$ cat src/rtl/a2d_intf.sv
// SPI master for the ADC: two 16-bit frames per conversion, frame 2 returns the 12-bit result.
// Optional build macro A2D_RES_INV_EN inverts the result (darker line reads larger).
`timescale 1ns/1ps
module a2d_intf (
  input  logic        clk,
  input  logic        rst_n,
  input  logic        strt_cnv,
  input  logic [2:0]  chnnl,
  input  logic        MISO,
  output logic        cnv_cmplt,
  output logic [11:0] res,
  output logic        a2d_SS_n,
  output logic        SCLK,
  output logic        MOSI
);

  localparam int unsigned CNT_W = 5;
  localparam int unsigned BIT_W = 5;
  localparam int unsigned GAP_W = 5;
  localparam int unsigned SR_W  = 16;
  localparam int unsigned RES_W = 12;

  localparam logic [CNT_W-1:0] CNT_LOAD     = 5'b10111;
  localparam logic [CNT_W-1:0] CNT_RISE     = 5'b01111;
  localparam logic [CNT_W-1:0] CNT_FALL     = 5'b11111;
  localparam logic [BIT_W-1:0] BITS_PER_FRM = 5'd16;
  localparam logic [GAP_W-1:0] GAP_LAST     = 5'd31;

  localparam logic [2:0] IDLE = 3'd0;
  localparam logic [2:0] FRM1 = 3'd1;
  localparam logic [2:0] GAP  = 3'd2;
  localparam logic [2:0] FRM2 = 3'd3;
  localparam logic [2:0] DONE = 3'd4;

  logic [2:0]       state, nxt_state;
  logic [CNT_W-1:0] sclk_cnt;
  logic [BIT_W-1:0] rise_cnt;
  logic [GAP_W-1:0] gap_cnt;
  logic [SR_W-1:0]  shft_reg;
  logic [2:0]       chnl_q;
  logic [2:0]       chnl_src;
  logic [RES_W-1:0] res_nxt;
  logic             accept, in_frm, nxt_in_frm, frm_start, frm_end;
  logic             sclk_rise, sclk_fall, cnv_end;

  assign in_frm     = (state == FRM1) || (state == FRM2);
  assign nxt_in_frm = (nxt_state == FRM1) || (nxt_state == FRM2);
  assign sclk_rise  = in_frm && (sclk_cnt == CNT_RISE);
  assign sclk_fall  = in_frm && (sclk_cnt == CNT_FALL);
  // The 16th rising edge has already happened; leave the frame on this clk
  assign frm_end    = in_frm && (rise_cnt == BITS_PER_FRM);
  assign frm_start  = accept || ((state == GAP) && (nxt_state == FRM2));
  assign cnv_end    = (state == FRM2) && (nxt_state == DONE);
  assign chnl_src   = accept ? chnnl : chnl_q;

`ifdef A2D_RES_INV_EN
  assign res_nxt = ~shft_reg[RES_W-1:0];
`else
  assign res_nxt = shft_reg[RES_W-1:0];
`endif

  assign SCLK = sclk_cnt[CNT_W-1];
  assign MOSI = shft_reg[SR_W-1];

  // State register
  always_ff @(posedge clk or negedge rst_n) begin
    if (!rst_n) state <= IDLE;
    else        state <= nxt_state;
  end

  // Next-state logic
  always_comb begin
    nxt_state = state;
    accept    = 1'b0;
    case (state)
      IDLE: if (strt_cnv) begin
              nxt_state = FRM1;
              accept    = 1'b1;
            end
      FRM1: if (frm_end) nxt_state = GAP;
      GAP:  if (gap_cnt == GAP_LAST) nxt_state = FRM2;
      FRM2: if (frm_end) nxt_state = DONE;
      DONE: nxt_state = IDLE;
      default: nxt_state = IDLE;
    endcase
  end

  // SPI datapath: divider, edge counter, gap timer, shift register
  always_ff @(posedge clk or negedge rst_n) begin
    if (!rst_n) begin
      sclk_cnt <= CNT_LOAD;
      rise_cnt <= '0;
      gap_cnt  <= '0;
      shft_reg <= '0;
      chnl_q   <= '0;
    end else begin
      if (in_frm && nxt_in_frm) sclk_cnt <= CNT_W'(sclk_cnt + 1'b1);
      else                      sclk_cnt <= CNT_LOAD;

      if (frm_start)      rise_cnt <= '0;
      else if (sclk_rise) rise_cnt <= BIT_W'(rise_cnt + 1'b1);

      if (state == GAP) gap_cnt <= GAP_W'(gap_cnt + 1'b1);
      else              gap_cnt <= '0;

      if (accept) chnl_q <= chnnl;

      // First falling edge of a frame only starts the clock, so no shift there
      if (frm_start)
        shft_reg <= {2'b00, chnl_src, 11'b0};
      else if (sclk_rise)
        shft_reg[0] <= MISO;
      else if (sclk_fall && (rise_cnt != '0))
        shft_reg <= {shft_reg[SR_W-2:0], 1'b0};
    end
  end

  // Registered outputs
  always_ff @(posedge clk or negedge rst_n) begin
    if (!rst_n) begin
      cnv_cmplt <= 1'b0;
      res       <= '0;
      a2d_SS_n  <= 1'b1;
    end else begin
      a2d_SS_n <= !nxt_in_frm;
      if (accept)       cnv_cmplt <= 1'b0;
      else if (cnv_end) cnv_cmplt <= 1'b1;
      if (cnv_end) res <= res_nxt;
    end
  end

endmodule

$ cat config.mk
export PLATFORM = sky130hd
export DESIGN_NAME = a2d_intf
export DESIGN_NICKNAME = d
export VERILOG_FILES = /design/src/rtl/a2d_intf.sv
export SDC_FILE = /design/constraint.sdc
export NUM_CORES = 1
export LEC_CHECK = 0
export ABC_AREA = 0
export CORE_MARGIN = 4
export CORE_UTILIZATION = 50
export CTS_CLUSTER_SIZE = 24
export DETAILED_ROUTE_END_ITERATION = 6
export PLACE_DENSITY = 0.74
export SLEW_MARGIN = 5
export SYNTH_ARGS = -nofsm -noshare
export SYNTH_HDL_FRONTEND = slang
export SYNTH_SLANG_ARGS = --single-unit
$ cat constraint.sdc
create_clock -name clk -period 2.1 [get_ports clk]
set_clock_uncertainty 0.1 [all_clocks]
set_input_delay 0.315 -clock clk [delete_from_list [all_inputs] [get_ports clk]]
set_output_delay 0.315 -clock clk [all_outputs]
set_load 0.01 [all_outputs]
==> metrics.md, run 1 <==
| Metric | Value |
|---|---|
| DRT Pass-1 Iters | `6` |
| Layout fillers | `around 320` |
| Maxcap violations | `0` |
| TritonCTS buffer count | `5` |
| Routability cong. | `0.7098` |
| Hold Path Class | `register to register` |
| Hold Path Sink | `gap_cnt[0]` |
| Combinational fraction of design power | `a little under 3%` |
| Yosys cell types | `34` |
| Peak VDD IR | `roughly 0.33 mV` |
| Placed cells | `~250` |
| Pint | `around 1.2 mW` |
| Cells along the critical path | `ha_1, and3_1, ha_1, mux2_2, and2_2, a22o_1, a21o_1` |
| Top_reg_cell synth | `dfrtp_1` |
| Worst-skew pair later-pin latency | `~0.30 ns` |
| Max reg flops | `16` |
| Hold Fails Final Rpt | `0` |
| GRT overflow | `0` |
| Crit Path Class | `register to register` |
| Initial DRC Count | `63` |
| Async SR Flop Fraction | `100.0%` |
| Critical path capture point type | `register` |
| Static Leak | `roughly 1.2 nW` |
| Via density | `between 5 and 6` |
| Pin count of the biggest net entering global routing | `23` |
| CTS root buffer | `clkbuf_8` |
| Routed len/inst | `~15 um` |
| Post-synth EDFFs | `0` |
| Startpoint Class | `register` |
| Area delta synth->final | `18.69%` |
| Clock network fraction of total power | `around a third` |
| DP Wirelength | `2.656 mm` |
| First-pass GRT wire length | `6.630 mm` |
| Net switching power | `about 0.34 mW` |
| Synth Cell Area | `roughly 0.0022 mm^2` |
| Die height | `74.48 um` |
| Fmax achieved | `between 400 and 500 MHz` |
| Clk slew on worst S/H paths | `approximately 0.09 ns` |
| CP dominant cell by count | `ha_1` |
| Outcome | `complete, no violations` |
| Non-Filler Instances | `between 200 and 300` |
| Worst hold margin | `0.3647 ns` |
| Reg-to-Reg End | `shft_reg[11]` |
| Critical Path AT | `2.16 ns` |
| Num Clock Sinks | `slightly above 50` |
| Post-DRT Antenna Nets | `0` |
| RSZ-0062 raised after global routing | `yes` |
| Antenna Cells | `0` |
| Post-layout nets | `218` |
| Final WL | `around 3.7 mm` |
| Switching share of power | `between 20% and 30%` |
| H-Tree Depth | `2` |
| Final period utilization | `a little over nine tenths` |
| Die ar. | `0.005547 mm^2` |
| Vias in the first global route | `around 1,400` |
| Commonest cells after routing, fill and taps aside | `dfrtp_1, nor2_1, clkdlybuf4s50_1` |
| Minimum clock period | `between 2 and 2.5 ns` |
| Syn_area_per_cell | `about 13 um^2` |
| GRT Overall Usage | `between 10% and 20%` |
| Sequential area share after synthesis | `between 50% and 60%` |
| Port buffer count | `22` |
| Crit-path max cell delay | `about 0.40 ns` |
| Die W | `between 70 and 80 um` |
| R2r worst-path depth | `7` |
| Seq pwr share | `62.6%` |
| Share of cells above drive strength 1 | `16.59%` |
| Setup-failing EPs final | `0` |
| Yosys reg bits | `51` |
| Power density cells | `602.0 mW/mm^2` |
| CTS tree | `built` |
| Cells after Synth | `around 170` |
| Yosys warnings | `0` |
| Slowest cell on the critical path | `dfrtp_1` |
| Initial antenna violation count | `0` |
| Most common cell after layout, fill and taps aside | `dfrtp_1` |
| Via count | `approximately 1,400` |
| Worst hold stages | `1` |
| CP Data Required Time | `approximately 2.2 ns` |
| Hold Crit Start | `gap_cnt[0]` |
| Worst slew pin tran | `around 0.42 ns` |
| Core ar. | `approximately 0.0041 mm^2` |
| DRC viols | `0` |
| Syn nets | `between 150 and 200` |
| Ports | `23` |
| Crit Path Max Fanout | `5` |
| Row cnt | `23` |
| Max-slew headroom | `between 70% and 80%` |
| Max Root-Sink Buffers | `2` |
| Worst reg2reg path startpoint | `gap_cnt[0]` |
| R2R setup slack | `around 0.043 ns` |
| Fin. max-slew vios | `0` |
| Initial core utilization | `a little over half` |
[critical path: cells and delay by family (launching register included)]
kind            cells  cell delay (ns)
flops               1             0.40
fa+ha+maj           2             0.41
simple gates        2             0.42
compound gates      2             0.37
mux                 1             0.27
[logic make-up (layout without fill, tap and decap cells)]
logic type	after synthesis	after routing	synth area share, %
multiplexers	28	28	13.59
adder cells (fa/ha/maj)	7	7	3.964
AND/OR/NAND/NOR	51	51	12.80
XOR/XNOR	9	9	3.567
flip-flops	51	51	58.04
AO/OA/AOI/OAI	13	13	4.417
buffers and inverters	13	46	3.624
[final cells by class]
class	instances	area, um^2	area share [%]
inverter	7	26.28	1.002
multi-input combinational	108	855.8	32.63
tap	50	62.56	2.385
clock buffer	6	72.57	2.767
timing repair buffer	31	310.3	11.83
clock inverter	2	12.51	0.4771
sequential	51	1282	48.90
[metrics by stage]
step	total power, mW	worst slack (ns)	utilization (%)	instance area [um^2]	setup TNS, ns
3_3_place_gp	1.052	0.04597	60.60	2511	0
6_report	1.579	0.04328	63.29	2623	0
2_1_floorplan	1.014	0.03803	-	2210	0
4_1_cts	1.593	0.04134	62.89	2606	0
5_1_grt	1.639	-0.006582	63.29	2623	-0.01399
3_5_place_dp	1.054	-0.005479	60.60	2511	-0.005479
[worst max-delay path by stage]
stage,to,startpoint,cells after the start,slack (ns)
after floorplan,shft_reg[13],gap_cnt[0],8,0.04
after global placement,shft_reg[13],strt_cnv,5,0.05
after detailed placement,shft_reg[11],strt_cnv,5,-0.005
after CTS,shft_reg[11],gap_cnt[0],7,0.04
after global routing,shft_reg[5],sclk_cnt[0],7,-0.007
final,shft_reg[11],gap_cnt[0],7,0.04
[cell usage after synthesis, drive strengths merged, types with 2 or more instances]
master   n  area share (%)
a21oi    3            0.68
mux2    16             8.2
a22o     3             1.2
inv      7             1.2
a21o     5             1.7
xnor2    4             1.6
nor2    23             3.9
buf      6             2.4
nand4    2            0.57
and2     2            0.57
dfstp    5             5.9
ha       7             4.0
nand2    8             1.4
nand3    2            0.45
and3     4             1.1
mux2i   12             5.4
nand2b   2            0.57
xor2     5             2.0
dfrtp   46              52
[power by group through the flow]
stage,combinational (mW),clock (mW),sequential [mW]
final,0.0456,0.545,0.989
after global routing,0.0526,0.597,0.989
after CTS,0.0478,0.557,0.988
after detailed placement,0.0462,0,1.01
after global placement,0.0441,0,1.01
after floorplan,0.00669,0,1.01
[repair_timing]
item,in CTS,in global routing
hold buffers,1,0
buffers inserted,0,1
setup endpoints to repair,0,4
gates resized for setup,0,3
hold endpoints to repair,11,0
[layer usage]
metal / GRT usage [%] / part of all wire [%]
met2: 24.29 / 47
met3: 3.243 / 4.0
met5: 0 / 0
met4: 6.917 / 1.4
met1: 21.64 / 48
Power figures use the tool's default switching activity.
==> run 2: changes to the inputs <==
--- a/config.mk
+++ b/config.mk
@@ -11,7 +11,9 @@
 export CTS_CLUSTER_SIZE = 24
 export DETAILED_ROUTE_END_ITERATION = 6
 export PLACE_DENSITY = 0.74
+export SKIP_CTS_REPAIR_TIMING = 1
 export SLEW_MARGIN = 5
 export SYNTH_ARGS = -nofsm -noshare
 export SYNTH_HDL_FRONTEND = slang
 export SYNTH_SLANG_ARGS = --single-unit
+export TNS_END_PERCENT = 50
==> metrics.md, run 2 (synthesized netlist as in run 1, its figures left out) <==
| Metric | Value |
|---|---|
| Outcome | `complete, no violations` |
| Placed cells | `roughly 250` |
| Crit Path Class | `register to register` |
| Clock network fraction of total power | `between 30% and 40%` |
| Vias in the first global route | `approximately 1,400` |
| CTS root buffer | `clkbuf_8` |
| H-Tree Depth | `2` |
| CP Data Required Time | `~2.2 ns` |
| Fin. max-slew vios | `0` |
| Share of cells above drive strength 1 | `16.59%` |
| First-pass GRT wire length | `between 6 and 7 mm` |
| DP Area | `around 0.0025 mm^2` |
| Clk slew on worst S/H paths | `approximately 0.090 ns` |
| Static Leak | `about 1.2 nW` |
| Hold Path Class | `register to register` |
| Setup-failing EPs final | `0` |
| DRT Pass-1 Iters | `6` |
| Critical path capture point type | `register` |
| Max Root-Sink Buffers | `2` |
| Routability cong. | `roughly 0.7` |
| Pin count of the biggest net entering global routing | `23` |
| Worst slew pin tran | `around 0.42 ns` |
| Pint | `~1.2 mW` |
| Maxcap violations | `0` |
| Non-Filler Instances | `roughly 260` |
| GRT Overall Usage | `about 16%` |
| GRT overflow | `0` |
| Port buffer count | `22` |
| Routed len/inst | `about 15 um` |
| Peak VDD IR | `0.3341 mV` |
| Max-slew headroom | `about 72%` |
| Final period utilization | `a little under 100%` |
| Post-DRT Antenna Nets | `0` |
| Commonest cells after routing, fill and taps aside | `dfrtp_1, nor2_1, clkdlybuf4s50_1` |
| Via count | `approximately 1,400` |
| Initial antenna violation count | `0` |
| Num Clock Sinks | `51` |
| Final WL | `3.739 mm` |
| Combinational fraction of design power | `about 2.9%` |
| Initial DRC Count | `80` |
| Design area | `approximately 0.0026 mm^2` |
| Core ar. | `approximately 0.0041 mm^2` |
| Net switching power | `between 0.3 and 0.4 mW` |
| Minimum clock period | `just over 2 ns` |
| Ports | `23` |
| Die height | `approximately 74 um` |
| Die ar. | `roughly 0.0055 mm^2` |
| CTS tree | `built` |
| Seq pwr share | `a little over three fifths` |
| TritonCTS buffer count | `5` |
| Area delta synth->final | `18.69%` |
| DP Wirelength | `between 2 and 3 mm` |
| Startpoint Class | `register` |
| Final setup TNS | `0 ns` |
| Initial core utilization | `53.32%` |
| Antenna Cells | `0` |
| Hold Fails Final Rpt | `0` |
| Post-layout nets | `approximately 220` |
| Row cnt | `23` |
| Power density cells | `602.0 mW/mm^2` |
| Fmax achieved | `486.2 MHz` |
| Via density | `about 5.3` |
| Max reg flops | `16` |
| Most common cell after layout, fill and taps aside | `dfrtp_1` |
| RSZ-0062 raised after global routing | `yes` |
| Worst-skew pair later-pin latency | `0.30 ns` |
| Critical Path AT | `about 2.2 ns` |
| Die W | `~74 um` |
| Crit Path Max Fanout | `5` |
| Switching share of power | `a little over a fifth` |
| DRC viols | `0` |
| Worst hold margin | `0.3647 ns` |
| Power Total | `1.579 mW` |
[run 2: cell counts in the layout (fill, tap and decap cells not counted)]
No cell type changed its count.
[run 2: power by group through the flow]
stage | Clock (mW) | Sequential, mW | Combinational (mW)
6_report | 0.545 | 0.989 | 0.0456
3_3_place_gp | 0 | 1.01 | 0.0441
2_1_floorplan | 0 | 1.01 | 0.00669
3_5_place_dp | 0 | 1.01 | 0.0462
5_1_grt | 0.597 | 0.989 | 0.0526
4_1_cts | 0.557 | 0.988 | 0.0464
[run 2: path summary, 6_finish.rpt]
path | from | endpoint | slack (ns) | depth (start not counted)
hold / removal | gap_cnt[0] | gap_cnt[0] | 0.36 | 1
setup reg to reg | gap_cnt[0] | shft_reg[11] | 0.04 | 7
hold reg to reg | gap_cnt[0] | gap_cnt[0] | 0.36 | 1
setup / recovery | gap_cnt[0] | shft_reg[11] | 0.04 | 7
min in group asynchronous | rst_n | shft_reg[14] | 0.37 | 2
max in group asynchronous | rst_n | rise_cnt[0] | 1.00 | 3
[run 2: final cells by class]
type / instances / area [um^2]
multi-input combinational: 108 / 855.8
timing repair buffer: 31 / 310.3
sequential: 51 / 1282
inverter: 7 / 26.28
clock buffer: 6 / 72.57
tap: 50 / 62.56
fill: 315 / 1521
clock inverter: 2 / 12.51
[run 2: per-stage QoR]
stage	setup WS, ns	utilization (%)
global placement	0.04597	60.60
finish	0.04328	63.29
floorplan	0.03803	-
detailed placement	-0.005479	60.60
CTS	0.04134	62.65
global route	-0.006582	63.29
[run 2: critical path, cell delays in order, from the launching register on]
cell and delay [ns]:
dfrtp_1 0.40, ha_1 0.23, and3_1 0.19, ha_1 0.18, mux2_2 0.27, and2_2 0.23
a22o_1 0.22, a21o_1 0.15
[run 2: layer usage]
metal	share of wire (%)	track usage [%]	vias to the layer above
li1	-	-	655
met1	48	21.64	677
met2	47	24.29	25
met3	4.0	3.243	5
met4	1.4	6.917	0
met5	0	0	-
==> run 3: changes to the inputs <==
--- a/config.mk
+++ b/config.mk
@@ -5,12 +5,14 @@
 export SDC_FILE = /design/constraint.sdc
 export NUM_CORES = 1
 export LEC_CHECK = 0
-export ABC_AREA = 0
+export ABC_AREA = 1
 export CORE_MARGIN = 4
-export CORE_UTILIZATION = 50
+export CORE_UTILIZATION = 53
+export CTS_BUF_LIST = sky130_fd_sc_hd__clkbuf_8
 export CTS_CLUSTER_SIZE = 24
 export DETAILED_ROUTE_END_ITERATION = 6
-export PLACE_DENSITY = 0.74
+export PLACE_DENSITY = 0.78
+export RECOVER_POWER = 100
 export SKIP_CTS_REPAIR_TIMING = 1
 export SLEW_MARGIN = 5
 export SYNTH_ARGS = -nofsm -noshare
==> metrics.md, run 3 <==
| Metric | Value |
|---|---|
| Slowest cell on the critical path | `dfstp_2` |
| Setup-failing EPs final | `0` |
| Yosys cell types | `26` |
| R2r worst-path depth | `10` |
| Share of cells above drive strength 1 | `17.16%` |
| Die height | `74.39 um` |
| Via density | `~5.1` |
| DRC viols | `0` |
| Placed cells | `309` |
| Fmax achieved | `between 500 and 600 MHz` |
| Max-slew headroom | `roughly half` |
| Non-Filler Instances | `318` |
| Crit-path max cell delay | `~0.55 ns` |
| Num Clock Sinks | `51` |
| CTS root buffer | `clkbuf_8` |
| Row cnt | `23` |
| Worst hold margin | `~0.36 ns` |
| RSZ-0062 raised after global routing | `yes` |
| Critical path capture point type | `register` |
| Max reg flops | `16` |
| Leading area contributor after synthesis | `dfrtp_1` |
| Clk slew on worst S/H paths | `approximately 0.080 ns` |
| Async SR Flop Fraction | `between 90% and 100%` |
| Reg-to-Reg End | `shft_reg[13]` |
| CP bufs+invs | `3` |
| Power density cells | `between 500 and 600 mW/mm^2` |
| Outcome | `complete, no violations` |
| Fin. max-slew vios | `0` |
| Final period utilization | `~93%` |
| Worst-skew pair later-pin latency | `about 0.30 ns` |
| Minimum clock period | `roughly 1.9 ns` |
| Most common cell after layout, fill and taps aside | `nand2_1` |
| Cells along the critical path | `ha_1, inv_1, nor2_1, ha_1, inv_1, nor2_4, nand3_4, inv_2, nand2_1, nand3_1` |
| Worst reg2reg path startpoint | `sclk_cnt[0]` |
| Pin count of the biggest net entering global routing | `27` |
| Routed len/inst | `roughly 13 um` |
| Die W | `about 74 um` |
| R2R setup slack | `~0.16 ns` |
| Synth Cell Area | `roughly 0.0023 mm^2` |
| Post-layout nets | `282` |
| Area share of the largest cell type after synthesis | `between 40% and 50%` |
| Hold Path Sink | `gap_cnt[0]` |
| Syn nets | `roughly 250` |
| Max Root-Sink Buffers | `2` |
| Yosys warnings | `0` |
| CTS tree | `built` |
| H-Tree Depth | `2` |
| Syn_area_per_cell | `between 9 and 10 um^2` |
| Port buffer count | `22` |
| Core ar. | `around 0.0041 mm^2` |
| Antenna Cells | `0` |
| Cells after Synth | `about 240` |
| Crit Path Class | `register to register` |
| Top_reg_cell synth | `dfrtp_1` |
| Startpoint Class | `register` |
| Via count | `around 1,600` |
| Critical Path AT | `approximately 2.1 ns` |
| Area delta synth->final | `15.10%` |
| Peak VDD IR | `roughly 0.4 mV` |
| DRT Pass-1 Iters | `4` |
| Initial antenna violation count | `0` |
| Worst slew pin tran | `roughly 0.77 ns` |
| Design area | `0.002689 mm^2` |
| CP Data Required Time | `about 2.2 ns` |
| Vias in the first global route | `between 1,000 and 1,500` |
| Maxcap violations | `0` |
| PnR worst setup slack | `between 0.15 and 0.2 ns` |
| Initial core utilization | `a little under three fifths` |
| Cell family with most CP delay | `simple AND/OR/NAND/NOR gates` |
| Worst hold stages | `1` |
| DP Area | `about 0.0026 mm^2` |
| GRT Overall Usage | `between 10% and 20%` |
| Count leader, synth | `nand2_1` |
| Ports | `23` |
| Routability cong. | `0.7439` |
| Most frequent cells after synthesis | `nand2_1, dfrtp_1, inv_1, nand3_1, o21ai_2` |
| Largest cells by area after synthesis | `dfrtp_1, nand2_1, nand3_1` |
| Post-DRT Antenna Nets | `0` |
| Final WL | `roughly 4.1 mm` |
| Die ar. | `0.005534 mm^2` |
| Hold Fails Final Rpt | `0` |
| Crit Path Max Fanout | `13` |
| Post-synth EDFFs | `0` |
| Yosys reg bits | `approximately 50` |
| Hold Crit Start | `gap_cnt[0]` |
| Sequential area share after synthesis | `roughly 55%` |
| Commonest cells after routing, fill and taps aside | `nand2_1, dfrtp_1, nand3_1` |
| DP Wirelength | `between 2 and 3 mm` |
| GRT overflow | `0` |
| Static Leak | `about 1.4 nW` |
| TritonCTS buffer count | `5` |
| Initial DRC Count | `100` |
| First-pass GRT wire length | `6.658 mm` |
| Hold Path Class | `register to register` |
| Power Total | `around 1.6 mW` |
| Pre-CTS setup slack | `~0.099 ns` |
[run 3: layer usage]
layer | global-route usage [%] | wire length [um]
met1 | 21.14 | 1896
met2 | 24.88 | 2047
met3 | 2.838 | 121
met4 | 7.115 | 75
met5 | 0 | 0
[run 3: worst max path at each step]
| stage | depth (start not counted) | start | to |
|---|---|---|---|
| floorplan | 10 | sclk_cnt[0] | shft_reg[11] |
| global placement | 10 | sclk_cnt[0] | shft_reg[13] |
| detailed placement | 10 | sclk_cnt[0] | shft_reg[12] |
| CTS | 10 | sclk_cnt[0] | shft_reg[13] |
| global route | 9 | sclk_cnt[0] | shft_reg[10] |
| finish | 10 | sclk_cnt[0] | shft_reg[13] |
[run 3: layout make-up]
type,count,area [um^2]
inverters,31,116.4
clock inverters,1,5.005
flip-flops and latches,51,1282
repair buffers,27,272.8
well taps,50,62.56
multi-input cells,152,867.1
clock buffers,6,82.58
fillers,366,1455
[run 3: cell families (layout without fill, tap and decap cells)]
kind of cell,count (synthesis),in the layout,share of synthesized area [%]
XOR/XNOR,4,4,1.500
buffers and inverters,37,65,7.552
AO/OA/AOI/OAI,26,26,8.249
AND/OR/NAND/NOR,114,115,24.05
flip-flops,51,51,54.90
adder cells (fa/ha/maj),7,7,3.749
[run 3: where the power goes]
part | internal (mW) | leakage, nW | switching [mW] | total (mW)
clock network | 0.259 | 0.0470 | 0.297 | 0.556
registers | 0.983 | 0.602 | 0.000937 | 0.984
logic | 0.0129 | 0.708 | 0.0241 | 0.0369
total | 1.26 | 1.36 | 0.322 | 1.58
[run 3: per-stage QoR]
| stage | utilization, % | TNS (ns) |
|---|---|---|
| 4_1_cts | 65.07 | 0 |
| 2_1_floorplan | - | 0 |
| 6_report | 64.89 | 0 |
| 5_1_grt | 64.89 | -0.01033 |
| 3_3_place_gp | 62.95 | 0 |
| 3_5_place_dp | 62.95 | 0 |
[run 3: worst reg2reg max path, stage by stage (launching register included)]
cell,delay [ns]
dfstp_2,0.55
ha_1,0.14
inv_1,0.05
nor2_1,0.14
ha_1,0.16
inv_1,0.06
nor2_4,0.20
nand3_4,0.20
inv_2,0.15
nand2_1,0.06
nand3_1,0.08
